`src/rtl/fir_host_ctrl.sv`:
```
// rtl/fir_host_ctrl.sv - host-side coefficient/sample sequencer for the FIR filter core
//
// Purpose: buffers incoming samples in a small FIFO, holds a local coefficient
// file, and walks the fir_load_coeff / fir_data_ready strobes against the
// filter's fir_modwait acknowledge. Each filtered result is captured, with its
// error flag, into a valid/ready result port.
// Optional feature macro: FIR_HOST_TIMEOUT_EN (fir_modwait watchdog).
//
// Ports:
//   clk, n_reset                      clock, asynchronous active-low reset
//   coeff_wr, coeff_addr, coeff_wdata local coefficient file write
//   coeff_go                          request a full coefficient reload
//   smp_valid, smp_data, smp_ready    sample input, push on valid && ready
//   res_valid, res_data, res_err      captured result
//   res_ready                         result consumed on valid && ready
//   fir_sample_data, fir_coefficient  data towards the filter
//   fir_data_ready, fir_load_coeff    strobes towards the filter
//   fir_modwait, fir_out, fir_err     acknowledge and result from the filter
//   busy                              sequencer not idle
//   timeout                           sticky watchdog flag
module fir_host_ctrl #(
   parameter int FIFO_DEPTH     = 4,
   parameter int NUM_COEFF      = 4,
   parameter int TIMEOUT_CYCLES = 64
) (
   input  logic        clk,
   input  logic        n_reset,
   input  logic        coeff_wr,
   input  logic [2:0]  coeff_addr,
   input  logic [15:0] coeff_wdata,
   input  logic        coeff_go,
   input  logic        smp_valid,
   input  logic [15:0] smp_data,
   output logic        smp_ready,
   output logic        res_valid,
   output logic [15:0] res_data,
   output logic        res_err,
   input  logic        res_ready,
   output logic [15:0] fir_sample_data,
   output logic [15:0] fir_coefficient,
   output logic        fir_data_ready,
   output logic        fir_load_coeff,
   input  logic        fir_modwait,
   input  logic [15:0] fir_out,
   input  logic        fir_err,
   output logic        busy,
   output logic        timeout
);

   localparam int          PW          = $clog2(FIFO_DEPTH);
   localparam logic [PW:0] LP_DEPTH    = (PW+1)'(FIFO_DEPTH);
   localparam logic [3:0]  LP_NCOEFF   = 4'(NUM_COEFF);
   localparam logic [2:0]  LP_LAST_IDX = 3'(NUM_COEFF - 1);

   if (FIFO_DEPTH < 2 || (FIFO_DEPTH & (FIFO_DEPTH - 1)) != 0 ||
       NUM_COEFF < 1 || NUM_COEFF > 8 || TIMEOUT_CYCLES < 2) begin : g_param_check
      $error("fir_host_ctrl: illegal parameter value");
   end

   typedef enum logic [2:0] {IDLE, C_REQ, C_ACK, S_REQ, S_ACK} state_t;

   state_t        r_state, w_next;
   logic [2:0]    r_idx, w_next_idx;
   logic          r_pending;
   logic          r_init;

   logic [15:0]   r_fifo_mem [0:FIFO_DEPTH-1];
   logic [PW-1:0] r_wr_ptr, r_rd_ptr;
   logic [PW:0]   r_count;

   // Sized to the full address space so coeff_addr indexes it directly;
   // entries at or above NUM_COEFF are never written and stay 0.
   logic [15:0]   r_coeff [0:7];

   logic          r_res_valid, r_res_err;
   logic [15:0]   r_res_data;
   logic [15:0]   r_smp_out, r_coeff_out;
   logic          r_load_coeff, r_data_ready, r_busy;

   logic          w_push, w_pop, w_capture, w_cap_err, w_coeff_wen, w_fifo_nonempty;
   logic [15:0]   w_cap_data;

`ifdef FIR_HOST_TIMEOUT_EN
   localparam int          TW         = $clog2(TIMEOUT_CYCLES) + 1;
   localparam logic [TW-1:0] LP_TO_LAST = TW'(TIMEOUT_CYCLES - 1);
   logic [TW-1:0] r_tcnt;
   logic          r_timeout;
   logic          w_to_fire;
`endif

   // r_init keeps smp_ready low while in reset and for nothing longer.
   assign smp_ready       = r_init && (r_count != LP_DEPTH);
   assign w_push          = smp_valid && smp_ready;
   assign w_fifo_nonempty = (r_count != '0);
   assign w_coeff_wen     = coeff_wr && ({1'b0, coeff_addr} < LP_NCOEFF) &&
                            (r_state != C_REQ) && (r_state != C_ACK);

   always_comb begin
      w_next     = r_state;
      w_next_idx = r_idx;
      w_pop      = 1'b0;
      w_capture  = 1'b0;
      w_cap_data = fir_out;
      w_cap_err  = fir_err;
`ifdef FIR_HOST_TIMEOUT_EN
      w_to_fire  = 1'b0;
`endif
      case (r_state)
         IDLE: begin
            if (r_pending) begin
               w_next     = C_REQ;
               w_next_idx = 3'd0;
            end else if (w_fifo_nonempty && (!r_res_valid || res_ready)) begin
               w_pop  = 1'b1;
               w_next = S_REQ;
            end
         end
         C_REQ: if (fir_modwait) w_next = C_ACK;
         C_ACK: begin
            if (!fir_modwait) begin
               if (r_idx == LP_LAST_IDX) begin
                  w_next = IDLE;
               end else begin
                  w_next_idx = r_idx + 3'd1;
                  w_next     = C_REQ;
               end
            end
         end
         S_REQ: if (fir_modwait) w_next = S_ACK;
         S_ACK: begin
            if (!fir_modwait) begin
               w_capture = 1'b1;
               w_next    = IDLE;
            end
         end
         default: w_next = IDLE;
      endcase
`ifdef FIR_HOST_TIMEOUT_EN
      // Watchdog only fires when the awaited edge has not arrived this cycle.
      if (r_state != IDLE && w_next == r_state && r_tcnt == LP_TO_LAST) begin
         w_next    = IDLE;
         w_to_fire = 1'b1;
         if (r_state == S_REQ || r_state == S_ACK) begin
            w_capture  = 1'b1;
            w_cap_data = 16'd0;
            w_cap_err  = 1'b1;
         end
      end
`endif
   end

   always_ff @(posedge clk or negedge n_reset) begin
      if (!n_reset) begin
         r_state      <= IDLE;
         r_idx        <= 3'd0;
         r_pending    <= 1'b0;
         r_init       <= 1'b0;
         r_load_coeff <= 1'b0;
         r_data_ready <= 1'b0;
         r_busy       <= 1'b0;
         r_smp_out    <= 16'd0;
         r_coeff_out  <= 16'd0;
      end else begin
         r_state      <= w_next;
         r_idx        <= w_next_idx;
         r_init       <= 1'b1;
         // Strobes and busy are registered copies of the next state.
         r_load_coeff <= (w_next == C_REQ);
         r_data_ready <= (w_next == S_REQ);
         r_busy       <= (w_next != IDLE);
         if (r_state == IDLE && w_next == C_REQ) r_pending <= 1'b0;
         else if (coeff_go)                      r_pending <= 1'b1;
         if (w_next == C_REQ) r_coeff_out <= r_coeff[w_next_idx];
         if (w_pop)           r_smp_out   <= r_fifo_mem[r_rd_ptr];
      end
   end

   always_ff @(posedge clk) begin
      if (w_push) r_fifo_mem[r_wr_ptr] <= smp_data;
   end

   always_ff @(posedge clk or negedge n_reset) begin
      if (!n_reset) begin
         r_wr_ptr <= '0;
         r_rd_ptr <= '0;
         r_count  <= '0;
      end else begin
         if (w_push) r_wr_ptr <= r_wr_ptr + 1'b1;
         if (w_pop)  r_rd_ptr <= r_rd_ptr + 1'b1;
         case ({w_push, w_pop})
            2'b10:   r_count <= r_count + 1'b1;
            2'b01:   r_count <= r_count - 1'b1;
            default: r_count <= r_count;
         endcase
      end
   end

   always_ff @(posedge clk or negedge n_reset) begin
      if (!n_reset) begin
         for (int i = 0; i < 8; i++) r_coeff[i] <= 16'd0;
      end else if (w_coeff_wen) begin
         r_coeff[coeff_addr] <= coeff_wdata;
      end
   end

   // A capture in the same cycle as res_ready replaces the consumed result.
   always_ff @(posedge clk or negedge n_reset) begin
      if (!n_reset) begin
         r_res_valid <= 1'b0;
         r_res_data  <= 16'd0;
         r_res_err   <= 1'b0;
      end else if (w_capture) begin
         r_res_valid <= 1'b1;
         r_res_data  <= w_cap_data;
         r_res_err   <= w_cap_err;
      end else if (res_ready) begin
         r_res_valid <= 1'b0;
      end
   end

`ifdef FIR_HOST_TIMEOUT_EN
   always_ff @(posedge clk or negedge n_reset) begin
      if (!n_reset) begin
         r_tcnt    <= '0;
         r_timeout <= 1'b0;
      end else begin
         if (w_next != r_state)  r_tcnt <= '0;
         else if (r_state != IDLE) r_tcnt <= r_tcnt + 1'b1;
         if (w_to_fire)     r_timeout <= 1'b1;
         else if (coeff_go) r_timeout <= 1'b0;
      end
   end
   assign timeout = r_timeout;
`else
   assign timeout = 1'b0;
`endif

   assign res_valid       = r_res_valid;
   assign res_data        = r_res_data;
   assign res_err         = r_res_err;
   assign fir_sample_data = r_smp_out;
   assign fir_coefficient = r_coeff_out;
   assign fir_data_ready  = r_data_ready;
   assign fir_load_coeff  = r_load_coeff;
   assign busy            = r_busy;

endmodule

```
`config.mk`:
```
export PLATFORM = sky130hd
export DESIGN_NAME = fir_host_ctrl
export DESIGN_NICKNAME = d
export VERILOG_FILES = /design/src/rtl/fir_host_ctrl.sv
export SDC_FILE = /design/constraint.sdc
export NUM_CORES = 1
export LEC_CHECK = 0
export ABC_AREA = 0
export BUFFER_PORTS_ARGS = -buffer_cell sky130_fd_sc_hd__buf_2
export CELL_PAD_IN_SITES_DETAIL_PLACEMENT = 2
export CELL_PAD_IN_SITES_GLOBAL_PLACEMENT = 2
export CORE_ASPECT_RATIO = 1.2
export CORE_UTILIZATION = 27
export CTS_CLUSTER_DIAMETER = 100
export DETAILED_ROUTE_END_ITERATION = 16
export HOLD_SLACK_MARGIN = 0.1
export PLACE_DENSITY = 0.66
export SYNTH_ARGS = -nofsm -noshare
export SYNTH_HDL_FRONTEND = slang
export SYNTH_SLANG_ARGS = --single-unit
```
`constraint.sdc`:
```
create_clock -name clk -period 3.45 [get_ports clk]
set_input_delay 0.69 -clock clk [delete_from_list [all_inputs] [get_ports clk]]
set_output_delay 0.69 -clock clk [all_outputs]
set_load 0.01 [all_outputs]
```
Yosys cells after proc, flatten, opt, wreduce, memory -nomap -nowiden

Memories as Yosys holds them, arrays and structs flattened. A register that Yosys moved wholly into a read port is not among the register bits.
Cells that the tools add are included.
W data, S select, Z words.

Add/subtract/negate cells: 5
Magnitude comparators: 4
Eq/ne operators: 12
Multiplexer cells: 30
Bitwise gates (word level): 2
Reductions and logical operators: 17

Operators with widths:

| cell                  | number |
|---|---|
| $bwmux W128           | 1 |
| $bmux W16 S3          | 1 |
| $demux W16 S3         | 1 |
| $mux W16              | 3 |
| $mux W3               | 9 |
| $pmux W3 S5           | 1 |
| $eq A3 B2 Y1 const B  | 4 |
| $mux W1               | 12 |
| $pmux W3 S2           | 2 |
| $ge A4 B4 Y1 const B  | 2 |
| $logic_and A1 B1 Y1   | 8 |
| $not A3 Y4            | 2 |
| $add A3 B1 Y3 const B | 2 |
| $eq A3 B1 Y1 const B  | 2 |
| $reduce_bool A2 Y1    | 3 |
| $reduce_bool A3 Y1    | 2 |
| $add A2 B1 Y2 const B | 2 |
| $lt A4 B1 Y1 const B  | 1 |
| $eq A3 B3 Y1 const B  | 1 |
| $logic_not A3 Y1      | 1 |
| $lt A3 B3 Y1 const B  | 1 |
| $ne A3 B1 Y1 const B  | 1 |
| $ne A3 B2 Y1 const B  | 1 |
| $ne A3 B3 Y1 const B  | 1 |
| other kinds (5)       | 6 |

Flip-flop bits (word level): 180
RAM bits: 64
Bits of input ports: 59
Output and inout port bits: 55
Logic and storage cells: 93
Memories: 1

Memory list:

| name       | depth | width | rd ports | clocked after memory_dff | write ports | line | text |
|---|---|---|---|---|---|---|---|
| r_fifo_mem | 4     | 16    | 1        | 1                        | 1           | 67   | `logic [15:0] r_fifo_mem [0:FIFO_DEPTH-1];` |

Depth between registers and ports, before layout

Gate-level depths: netlist of run 1.

Depth in word-level cells: 9
Gate-level depth with buffers: 11
Mapped depth without buffers: 9

Worst setup path before layout of run 1

OpenSTA, ideal clock, no wires.

Path kind: input port to flip-flop
Start: in res_ready
End: reg r_count[1]
Setup time: 0.125 ns
Arrival: 2.539 ns
Data required time: 3.325 ns
Setup slack: 0.787 ns
Stages: 7
Path buffers: 1
Path through: nand2b_1 -> nand3_1 -> nor3_2 -> buf_2 -> ha_1 -> fa_1 -> mux2_2

Cells in the longest elaborated chain, start to end: 7
Elaborated cells between the ends (all ways): 9
Those cells by class: 2 x eq/ne; 4 x mux; 3 x reduce/logical

RTL lines:

| what                                                     | line | text |
|---|---|---|
| start, declared                                          | 38   | `input logic res_ready,` |
| $logic_or A1 B1 Y1 (*)                                   | 113  | `end else if (w_fifo_nonempty && (!r_res_valid \|\| res_ready)) begin` |
| $logic_and A1 B1 Y1 (*)                                  | 113  |  |
| $mux W1 (*)                                              | 113  |  |
| $mux W1 (*)                                              | 110  | `if (r_pending) begin` |
| $mux W1 (*)                                              | 108  | `case (r_state)` |
| via w_pop                                                | 80   | `logic w_push, w_pop, w_capture, w_cap_err, w_coeff_wen, w_fifo_nonempty;` |
| $eq A2 B1 Y1 / $eq A2 B2 Y1 (equally long branches)      | 190  | `case ({w_push, w_pop})` |
| $pmux W3 S2 / $reduce_bool A2 Y1 (equally long branches) | n/a  |  |
| end signal, assigned                                     | 191  | `2'b10: r_count <= r_count + 1'b1;` |
| end signal, assigned                                     | 192  | `2'b01: r_count <= r_count - 1'b1;` |
| end signal, assigned                                     | 193  | `default: r_count <= r_count;` |
| end, declared                                            | 69   | `logic [PW:0] r_count;` |

Mark *: on every way through the listed nets, which the timed path passes. The rest lies on a longest branch.
A chain may end at the register's enable or synchronous reset.

Worst setup path in the final report of run 1

Start: reg r_idx[0]
End: reg r_coeff_out[10] (netlist: fir_coefficient[10])

Cells in the longest elaborated chain, start to end: 8
Elaborated cells between the ends (all ways): 14
Those cells by class: 1 x add/sub; 2 x eq/ne; 10 x mux; 1 x bitwise

RTL lines:

| what                                                 | line     | text |
|---|---|---|
| start, declared                                      | 63       | `logic [2:0] r_idx, w_next_idx;` |
| start signal, assigned                               | 165      | `r_idx <= w_next_idx;` |
| $add A3 B1 Y3 / $eq A3 B2 Y1 (equally long branches) | 124, 121 |  |
| $mux W3 (*)                                          | 121      | `if (r_idx == LP_LAST_IDX) begin` |
| $mux W3 (*)                                          | 120      | `if (!fir_modwait) begin` |
| $pmux W3 S2 (*)                                      | 108      |  |
| via w_next_idx[1]                                    | 63       |  |
| $not A3 Y4 (not written as such) (*)                 | 173      | `if (w_next == C_REQ) r_coeff_out <= r_coeff[w_next_idx];` |
| $bmux W16 S3 (*)                                     | 173      |  |
| $mux W16 (not written as such) (*) (2 in series)     | 173      |  |
| end signal, assigned                                 | 173      |  |
| end, declared                                        | 77       | `logic [15:0] r_smp_out, r_coeff_out;` |

Mark *: on every way through the listed nets, which the timed path passes. The rest lies on a longest branch. The select of a mux whose other input is x is not followed.

==> results of run 1 <==
-- cell usage after synthesis, drive strengths merged --
| library cell | count |
|---|---|
| dfrtp | 196 |
| mux2 | 98 |
| clkbuf | 76 |
| nand2 | 72 |
| edfxtp | 64 |
| nand3 | 34 |
| mux2i | 32 |
| buf | 24 |
| a221oi | 16 |
| a32o | 16 |
| mux4 | 16 |
| nor2 | 11 |
| inv | 9 |
| o21ai | 8 |
| ha | 6 |
| xnor2 | 6 |
| a21oi | 4 |
| and3 | 4 |
| nand2b | 4 |
| and2 | 3 |
| nand3b | 3 |
| nor2b | 3 |
| nor3 | 3 |
| o211ai | 3 |
| conb | 2 |
| or3 | 2 |
| xor2 | 2 |
| a21boi | 1 |
| a31oi | 1 |
| a41oi | 1 |
| fa | 1 |
| maj3 | 1 |
| o211a | 1 |
| o21a | 1 |
| o22a | 1 |
| o32ai | 1 |
| or2 | 1 |
-- power breakdown --
| part | internal [mW] | leakage, nW | switching (mW) |
|---|---|---|---|
| registers | 3.99 | 3.09 | 0.531 |
| logic | 1.58 | 1.77 | 1.72 |
| clock network | 1.93 | 0.494 | 1.31 |
| total | 7.50 | 5.35 | 3.56 |
-- worst min path at each step --
stage,start,end,slack [ps]
finish,n_reset,r_coeff[80],140
global route,n_reset,r_coeff[80],180
CTS,n_reset,r_coeff[79],160
detailed placement,r_coeff[33],r_coeff[33],370
global placement,r_coeff[38],r_coeff[38],360
floorplan,n_reset,busy,390
-- state kept, by name, indices dropped and copies added (netlist names), 2 cells and up --
name	flops
fir_coefficient	16
fir_sample_data	16
r_coeff	128
r_count	3
r_fifo_mem	64
r_idx	3
r_rd_ptr	2
r_state	3
r_wr_ptr	2
res_data	16
-- cells by family after synthesis --
logic type,count (synthesis),share of synthesized area [%]
AO/OA/AOI/OAI,54,4.30
XOR/XNOR,8,0.677
adder cells (fa/ha/maj),8,1.02
buffers and inverters,109,4.61
flip-flops,260,65.9
multiplexers,146,17.2
other,2,0.0726
AND/OR/NAND/NOR,140,6.14
-- area by class of cell --
| type | instances | area, sq um |
|---|---|---|
| Inverter | 9 | 33.8 |
| Clock buffer | 39 | 833 |
| Timing Repair Buffer | 134 | 772 |
| Clock inverter | 14 | 178 |
| Sequential cell | 260 | 6830 |
| Multi-Input combinational cell | 358 | 3060 |
| Tap cell | 480 | 601 |
| Fill cell | 3900 | 25500 |
| Antenna cell | 1 | 2.50 |
-- metal layers --
metal	GRT usage [%]	wire (um)	up-vias
met5	0	28	-
met4	4.10	512	4
met3	3.48	1420	41
met2	23.7	13100	123
met1	16.0	10700	3122
li1	-	-	2674
==> run metrics, run 1 <==
number of warnings reported in the yosys synthesis log 0; synthesis-stage register bit count 260; Setup WS pre-CTS between 500 and 600 ps; via count of the first global-routing pass 6887; number of H-tree levels 1; placed inst area 11300 sq um; number of gates resized after CTS 0; pin slew with the least headroom to its limit ~910 ps; crit end category flip-flop; number of buffers between clock root and the deepest sink 3; post-detailed-route DRC marker count 0; launch point of the worst reg-to-reg path r_idx[0]; share of post-route cells with drive strength above 1 between 30 and 40%; first-iteration detailed-routing DRC count 260; commonest cells after routing, fill and taps aside 196 x sky130_fd_sc_hd__dfrtp_1, 111 x sky130_fd_sc_hd__buf_2, 98 x sky130_fd_sc_hd__mux2_2; Starting Density between 20% and 30%; clock tree sinks 260; die outline height 216 um; maximum number of pins on one net before global-route repair 81; crit-path max FO 10; first-pass GRT wire length between 40 and 50 mm; detailed-route vias per instance about 4.6; antenna violations before repair 3; Clock Skews between 20 and 25 ps; total power of the final layout around 11 mW; number of clock buffers inserted by TritonCTS 29; IR Drop Worst-Case VDD 0.403 mV; CP Capture Point fir_coefficient[10]; Design Area, Final approximately 12000 sq um; result of the run finished, final reports clean; RSZ-0062 raised after global routing no; source-to-sink clock delay at the later pin of the worst-skew pair between 500 and 600 ps; commonest non-fill, non-tap cell in the layout sky130_fd_sc_hd__dfrtp_1; leakage power summed over all cells between 5 and 6 nW; slowest library cell on the worst path sky130_fd_sc_hd__nor2_1; clock tree from TritonCTS built; Tot GR Track Use ~13%; Routed Antenna Nets 0; final wirelength about 26 mm; cell type with the highest aggregate area in the netlist sky130_fd_sc_hd__dfrtp_1; relative slew slack between 30% and 40%; Netlist cell types 46; Slew Limit Fails 0; Worst Path Arrival approximately 3300 ps; Gate Count Post-Synth slightly above 700; postcts setup bufs 0; Layout Area Growth over Synthesis 18.9%; logic depth of the worst register-to-register path 8; total of hold buffers inserted after clock tree synthesis 0; first drt pass iteration count 4; Crit Path Category reg2reg; vias after detailed routing around 6.0k; series of cell instances along the critical path ha_1, nor2b_1, o211ai_1, o211ai_2, nor2_1, buf_4, a221oi_1, a32o_1; worst setup path start r_idx[0]; Clock transition at path regs 60 ps; Largest stage delay, worst path 730 ps; number of rows in the core area slightly below 80; buffer cell driving the clock tree root sky130_fd_sc_hd__clkbuf_16; worst path bufs/invs 1; CP required just under 4000 ps; Core ar. roughly 38000 sq um; final standard cell utilization of the core 32.6%; number of nets in the layout roughly 860; Pwr Density 898 nW/um^2; number of buffers inserted by port buffering between 100 and 150; chip width roughly 180 um; post-detail-place hpwl approximately 16 mm; number of violations of the max-capacitance limit 0; biggest area contributors in the synthesized netlist sky130_fd_sc_hd__dfrtp_1 47%, sky130_fd_sc_hd__edfxtp_1 19%, sky130_fd_sc_hd__mux2_2 11%; register-to-register path setup slack 640 ps; Levels on crit path 8; endpoint of the worst register-to-register path fir_coefficient[10]; wire length per cell approximately 20 um; Worst Slack Setup Final 643 ps; net count after synthesis 793; total negative setup slack 0 ps; Cell Count, Final, Fillers Out about 1.3k; Placed Cells incl. Taps approximately 1.2k; final RePlAce weighted congestion between 0.7 and 0.8; clock period minus final worst setup slack between 2000 and 3000 ps; Critical Path Start Type flip-flop; Final Cycle Share approximately 81%; Die Outline Area slightly below 40000 sq um; Post-Synthesis Mean Instance Area approximately 14 sq um; top achievable clock speed roughly 360 MHz; count of final setup violators 0; class of the tightest hold or removal check in2async; I/O Pins around 110; Final Hold Slack 138 ps; cell family with most CP delay simple AND/OR/NAND/NOR gates; share of synthesized area occupied by flip-flops and latches 65.9%; Post-Syn Area between 10000 and 15000 sq um; hold violation count in the final report 0; share of the synthesized area in the top cell type a little under half; GRT overflow 0
No activity file was read; power rests on OpenSTA's default activity.
==> inputs of run 2 (changes only) <==
--- a/config.mk
+++ b/config.mk
@@ -5,7 +5,7 @@
 export SDC_FILE = /design/constraint.sdc
 export NUM_CORES = 1
 export LEC_CHECK = 0
-export ABC_AREA = 0
+export ABC_AREA = 1
 export BUFFER_PORTS_ARGS = -buffer_cell sky130_fd_sc_hd__buf_2
 export CELL_PAD_IN_SITES_DETAIL_PLACEMENT = 2
 export CELL_PAD_IN_SITES_GLOBAL_PLACEMENT = 2
@@ -14,7 +14,7 @@
 export CTS_CLUSTER_DIAMETER = 100
 export DETAILED_ROUTE_END_ITERATION = 16
 export HOLD_SLACK_MARGIN = 0.1
-export PLACE_DENSITY = 0.66
+export PLACE_DENSITY = 0.73
 export SYNTH_ARGS = -nofsm -noshare
 export SYNTH_HDL_FRONTEND = slang
 export SYNTH_SLANG_ARGS = --single-unit
==> constraint.sdc (replaced) <==
create_clock -name clk -period 2.4 [get_ports clk]
set_input_delay 0.48 -clock clk [delete_from_list [all_inputs] [get_ports clk]]
set_output_delay 0.48 -clock clk [all_outputs]
set_load 0.01 [all_outputs]
==> run 2 against run 1 <==
Hold slack worse by 12 ps. Flip-flop and latch count is the same. Sequential power rose by 40%. Combinational power increased by 78%. First-iteration DRC count is 11% higher. Largest power group unchanged. Cell area increased by 6.6%. Final cell count grew 37%. Sequential share of layout area shrank 3.4 points. Non-clock buffer count up 12. Wire length rose by 17%. Synthesized area rose by 6.9%. Clock-buffer cell count shrank 1.
==> run metrics, run 2 <==
result of the run finished, final reports clean; length of routed met2 wiring about 16 mm; relative slew slack between 50% and 60%; most instantiated cells after synthesis 196 x sky130_fd_sc_hd__dfrtp_1, 181 x sky130_fd_sc_hd__nand2_1, 165 x sky130_fd_sc_hd__nand3_1, 149 x sky130_fd_sc_hd__inv_1, 99 x sky130_fd_sc_hd__o21ai_0; Tot GR Track Use roughly 15%; crit-path max FO 65; slowest library cell on the worst path sky130_fd_sc_hd__dfrtp_1; number of nets in the layout between 1k and 1.5k; final wirelength around 30 mm; share of synthesized area occupied by flip-flops and latches 61.7%; register-to-register path setup slack about 270 ps; pin slew with the least headroom to its limit approximately 650 ps; synthesis-stage register bit count 260; WL met1 between 10 and 15 mm; Slew Limit Fails 0; total of hold buffers inserted after clock tree synthesis 6; class of the tightest hold or removal check in2reg; Cell Count, Final, Fillers Out between 1.5k and 2k; Netlist cell types 34; proportion of synthesized area in mux cells under 10%; commonest non-fill, non-tap cell in the layout sky130_fd_sc_hd__dfrtp_1; Placed Cells incl. Taps ~1.7k; number of rows in the core area 80; wire length per cell between 15 and 20 um; Die Outline Area ~42000 sq um; commonest register cell after synthesis sky130_fd_sc_hd__dfrtp_1; registers with the most flip-flops r_coeff x128, r_fifo_mem x64; clock period minus final worst setup slack 2130 ps; fraction of registers with async set or reset after synthesis about three quarters; share of the synthesized area in the top cell type 44.3%; CP required around 2900 ps; post-detail-place hpwl about 19 mm; clock tree sinks 260; Worst Path Arrival approximately 2600 ps; library cell with the highest instance count after synthesis sky130_fd_sc_hd__dfrtp_1; GRT overflow 0; Routed Antenna Nets 0; CP Capture Point fir_coefficient[6]; number of H-tree levels 1; largest reg by FF count r_coeff; Post-Syn Area around 11000 sq um; chip width between 150 and 200 um; Crit Path Category reg2reg; number of violations of the max-capacitance limit 0; antenna violations before repair 0; IR Drop Worst-Case VDD 0.493 mV; detailed-route vias per instance about 4.5; leakage power summed over all cells 6.10 nW; count of final setup violators 0; combinational family with the most area after synthesis simple AND/OR/NAND/NOR gates; Layout Area Growth over Synthesis 18.6%; number of warnings reported in the yosys synthesis log 0; series of cell instances along the critical path ha_1, nand2_1, nand2_1, nor2_1, nand2_2, nand2_2, buf_12, nand2_1, nand3_1, nand3_1, nand3_1, nand2_1; postcts setup bufs 0; crit end category flip-flop; Clock Skews between 30 and 40 ps; die outline height 224 um; Layout fillers around 4.4k; uppermost metal layer occupied by signal nets met4; worst setup path start r_idx[0]; xor and xnor fraction of the mapped netlist area less than 1%; via count of the first global-routing pass 9002; total negative setup slack 0 ps; post-detailed-route DRC marker count 0; final standard cell utilization of the core about 33%; logic depth of the worst register-to-register path 12; first-iteration detailed-routing DRC count around 290; hold violation count in the final report 0; number of clock buffers inserted by TritonCTS 29; total power of the final layout 16.9 mW; vias after detailed routing roughly 8.0k; Largest stage delay, worst path ~400 ps; simple-gate area share of the yosys netlist roughly a fifth; commonest cells after routing, fill and taps aside 196 x sky130_fd_sc_hd__dfrtp_1, 179 x sky130_fd_sc_hd__nand2_1, 165 x sky130_fd_sc_hd__nand3_1; Post-Synthesis Mean Instance Area 9.50 sq um; number of enable flip-flop cells after synthesis 64; share of the synthesized area in compound gates (AO/OA/AOI/OAI) 6.06%; top achievable clock speed between 400 and 500 MHz; most used cell, CP sky130_fd_sc_hd__nand2_1; share of post-route cells with drive strength above 1 between 15 and 20%; clock tree from TritonCTS built; net count after synthesis about 1.2k; first drt pass iteration count 4; share of synthesized cell area in full adder, half adder and majority cells 0.860%; RSZ-0062 raised after global routing no; final RePlAce weighted congestion ~0.73; met3 wire length 804 um; number of buffers inserted by port buffering between 100 and 150; source-to-sink clock delay at the later pin of the worst-skew pair ~580 ps; Gate Count Post-Synth ~1.2k; endpoint of the worst register-to-register path fir_coefficient[6]; Starting Density ~28%; Final Hold Slack 126 ps; first-pass GRT wire length approximately 49 mm; ANT cells 0; Pwr Density approximately 1300 nW/um^2; maximum number of pins on one net before global-route repair 66; flip-flop count of the largest register, all copies and words added 128; biggest area contributors in the synthesized netlist sky130_fd_sc_hd__dfrtp_1 44%, sky130_fd_sc_hd__edfxtp_1 17%, sky130_fd_sc_hd__nand3_1 7.5%; Critical Path Start Type flip-flop; buffer cell driving the clock tree root sky130_fd_sc_hd__clkbuf_16; number of gates resized after CTS 0; I/O Pins 114; launch point of the worst reg-to-reg path r_idx[0]; Core ar. ~40000 sq um; number of buffers between clock root and the deepest sink 3; cell type with the highest aggregate area in the netlist sky130_fd_sc_hd__dfrtp_1; Final Cycle Share around 90%; Clock transition at path regs approximately 60 ps
-- run 2: logic make-up after synthesis --
kind of cell / after synthesis
buffers and inverters: 278
DFF: 260
AOI/OAI and AO/OA: 127
other: 2
muxes: 17
and+or+nand+nor: 468
xor gates and xnor gates: 5
adders and majority gates: 7
-- run 2: worst min path at each step --
stage	from	endpoint	slack, ps	cells after the start
floorplan	n_reset	busy	180	0
detailed placement	r_coeff[28]	r_coeff[28]	360	0
finish	smp_data[10]	r_fifo_mem[1][10]	130	1
global route	smp_data[15]	r_fifo_mem[1][15]	100	1
CTS	smp_data[8]	r_fifo_mem[1][8]	100	1
global placement	r_coeff[18]	r_coeff[18]	360	0
-- run 2: layout make-up --
class / instances / area [sq um] / share of cell area [%]
multi-input combinational: 626 / 3100 / 23.6
timing repair buffer: 146 / 927 / 7.07
clock buffer: 38 / 820 / 6.25
inverter: 156 / 586 / 4.46
sequential: 260 / 6830 / 52.0
clock inverter: 16 / 198 / 1.51
tap: 533 / 667 / 5.08
-- run 2: power breakdown --
part	switching (mW)	internal, mW	total, mW
clock	1.88	2.84	4.72
sequential	0.662	5.69	6.35
combinational	3.75	2.12	5.87
total	6.30	10.6	16.9
-- run 2: metal layers --
| metal | vias up | GRT usage, % |
|---|---|---|
| met5 | - | 0 |
| met3 | 43 | 1.85 |
| li1 | 3789 | - |
| met1 | 4020 | 18.0 |
| met2 | 104 | 27.0 |
| met4 | 0 | 4.47 |
-- run 2: critical path, delay by kind of cell (launching register included) --
kind / cells / cell delay (ps)
buffers and inverters: 1 / 290
adders and majority gates: 1 / 240
and+or+nand+nor: 10 / 1030
DFF: 1 / 400
-- run 2: per-stage QoR --
stage	worst slack, ps	instance area, sq um
after floorplan	278	11100
after global placement	301	12000
after detailed placement	195	12000
after CTS	234	13100
after global routing	15.6	13100
final	269	13100
==> inputs of run 3 (changes only) <==
--- a/config.mk
+++ b/config.mk
@@ -10,11 +10,11 @@
 export CELL_PAD_IN_SITES_DETAIL_PLACEMENT = 2
 export CELL_PAD_IN_SITES_GLOBAL_PLACEMENT = 2
 export CORE_ASPECT_RATIO = 1.2
-export CORE_UTILIZATION = 27
+export CORE_UTILIZATION = 31
 export CTS_CLUSTER_DIAMETER = 100
 export DETAILED_ROUTE_END_ITERATION = 16
 export HOLD_SLACK_MARGIN = 0.1
-export PLACE_DENSITY = 0.73
+export PLACE_DENSITY = 0.81
 export SYNTH_ARGS = -nofsm -noshare
 export SYNTH_HDL_FRONTEND = slang
 export SYNTH_SLANG_ARGS = --single-unit
==> run 3 against run 2 <==
First-iteration DRC count down 15%. Clock-buffer cell count down 1. Utilization up 4.4 points.
==> run metrics, run 3 (synthesis gave the netlist of run 2 again) <==
first drt pass iteration count 4; startpoint of the tightest hold check path res_ready; class of the tightest hold or removal check in2reg; Placed Cells incl. Taps about 1.6k; register-to-register path setup slack between 150 and 200 ps; Final Cycle Share slightly above 90%; crit end category flip-flop; Endpoint, Worst Hold res_valid; final standard cell utilization of the core between 30% and 40%; number of rows in the core area 75; number of H-tree levels 1; Slew Limit Fails 0; clock period minus final worst setup slack around 2200 ps; Critical Path Start Type flip-flop; number of buffers inserted by port buffering 112; Clock Skews 22.7 ps; Cell Count, Final, Fillers Out approximately 1.7k; largest reg by FF count r_coeff; pin slew with the least headroom to its limit around 900 ps; vias after detailed routing just over 8k; commonest non-fill, non-tap cell in the layout sky130_fd_sc_hd__dfrtp_1; Core ar. about 35000 sq um; Worst Slack Setup Final 193 ps; Clock Power Share 28.0%; endpoint of the worst register-to-register path r_count[2]; part of the power in registers a little under two fifths; multi-input combinational cell area 3100 sq um; Pwr Density about 1300 nW/um^2; Final Hold Slack between 100 and 150 ps; Crit Path Category reg2reg; first-pass GRT wire length 50.2 mm; Design Area, Final 13000 sq um; final wirelength about 30 mm; IR Drop Worst-Case VDD 0.637 mV; clock tree sinks between 200 and 300; chip width about 170 um; logic depth of the worst register-to-register path 9; post-detailed-route DRC marker count 0; crit-path max FO 3; Worst Path Arrival ~2700 ps; leakage power summed over all cells 6.09 nW; hold path depth 2; source-to-sink clock delay at the later pin of the worst-skew pair 570 ps; commonest cells after routing, fill and taps aside 196 x sky130_fd_sc_hd__dfrtp_1, 179 x sky130_fd_sc_hd__nand2_1, 165 x sky130_fd_sc_hd__nand3_1; relative slew slack 39.1%; CP required around 2800 ps; hold violation count in the final report 0; GRT overflow 0; maximum number of pins on one net before global-route repair 65; number of nets in the layout between 1k and 1.5k; first-iteration detailed-routing DRC count about 240; post-detail-place hpwl between 15 and 20 mm; net switching component of the power 6.35 mW; via count of the first global-routing pass 9343; Comb power frac around a third; Die Outline Area 36400 sq um; count of final setup violators 0; Starting Density a little under a third; sw frac a little under two fifths; Tot GR Track Use 17.2%; number of buffers between clock root and the deepest sink 3; total power of the final layout approximately 17 mW; final RePlAce weighted congestion 0.759; Clock transition at path regs 60 ps; number of clock buffers inserted by TritonCTS 29; flip-flop count of the largest register, all copies and words added between 100 and 150; Layout Area Growth over Synthesis 17.9%; launch point of the worst reg-to-reg path r_count[2]; top achievable clock speed between 400 and 500 MHz; number of violations of the max-capacitance limit 0; design internal power 10.8 mW; result of the run finished, final reports clean; area used by sequential logic in the layout about 6800 sq um; wire length per cell 17.8 um; I/O Pins 114; buffer cell driving the clock tree root sky130_fd_sc_hd__clkbuf_16; postcts setup bufs 0; Routed Antenna Nets 0; Layout fillers just under 4k; die outline height between 200 and 250 um; placed inst area 12000 sq um; share of post-route cells with drive strength above 1 a little under a fifth; antenna violations before repair 1; total negative setup slack 0 ps; clock tree from TritonCTS built; registers with the most flip-flops r_coeff x128, r_fifo_mem x64; Setup WS pre-CTS between 150 and 200 ps; detailed-route vias per instance roughly 4.7
## run 3: changes by cell type in the layout (fill, tap and decap cells not counted), sizes merged
cell / delta
inv: -1
clkinv: -1
dlygate4sd3: -2
bufinv: +2
diode: +1
clkinvlp: +1
buf: +2
clkbuf: -1
## run 3: critical path: stages (launching register included)
cell	delay (ps)
sky130_fd_sc_hd__dfrtp_1	400
sky130_fd_sc_hd__inv_1	150
sky130_fd_sc_hd__nand3_1	110
sky130_fd_sc_hd__o21ai_1	200
sky130_fd_sc_hd__nor2_2	90
sky130_fd_sc_hd__ha_1	240
sky130_fd_sc_hd__fa_1	400
sky130_fd_sc_hd__a21oi_1	160
sky130_fd_sc_hd__o21ai_0	140
sky130_fd_sc_hd__xor2_1	180
## run 3: cell type report
cell class                 count  area share, %
sequential                   260           52.3
multi-input combinational    626           23.8
timing repair buffer         146           7.07
tap                          462           4.43
clock inverter                17           1.95
clock buffer                  37           5.95
antenna                        1         0.0192
inverter                     156           4.49
## run 3: repair_timing
item,in CTS,in global routing
resized for setup,0,1
hold endpoints to repair,55,0
hold buffers,4,0
endpoints found under the setup margin,0,2
## run 3: worst max-delay path by stage
stage | from | end | slack (ps) | depth (start not counted)
CTS | r_state[0] | fir_coefficient[9] | 170 | 12
global placement | fir_modwait | fir_coefficient[1] | 300 | 12
global route | r_idx[0] | fir_coefficient[9] | -20 | 12
finish | r_count[2] | r_count[2] | 190 | 9
floorplan | r_count[0] | r_fifo_mem[0][0] | 280 | 4
detailed placement | fir_modwait | fir_coefficient[0] | 160 | 12
## run 3: power groups by stage
stage	combinational, mW	clock [mW]	sequential, mW
2_1_floorplan	3.87	0	6.43
3_3_place_gp	5.64	0	6.34
3_5_place_dp	6.00	0	6.42
4_1_cts	6.12	4.93	6.36
5_1_grt	6.79	5.08	6.48
6_report	5.99	4.80	6.34
## run 3: routing by layer
layer / wire length [um] / up-vias / global-route usage (%)
li1: - / 3802 / -
met1: 12300 / 4127 / 20.0
met2: 16400 / 114 / 32.3
met3: 781 / 49 / 2.07
met4: 830 / 0 / 6.08
met5: 0 / - / 0
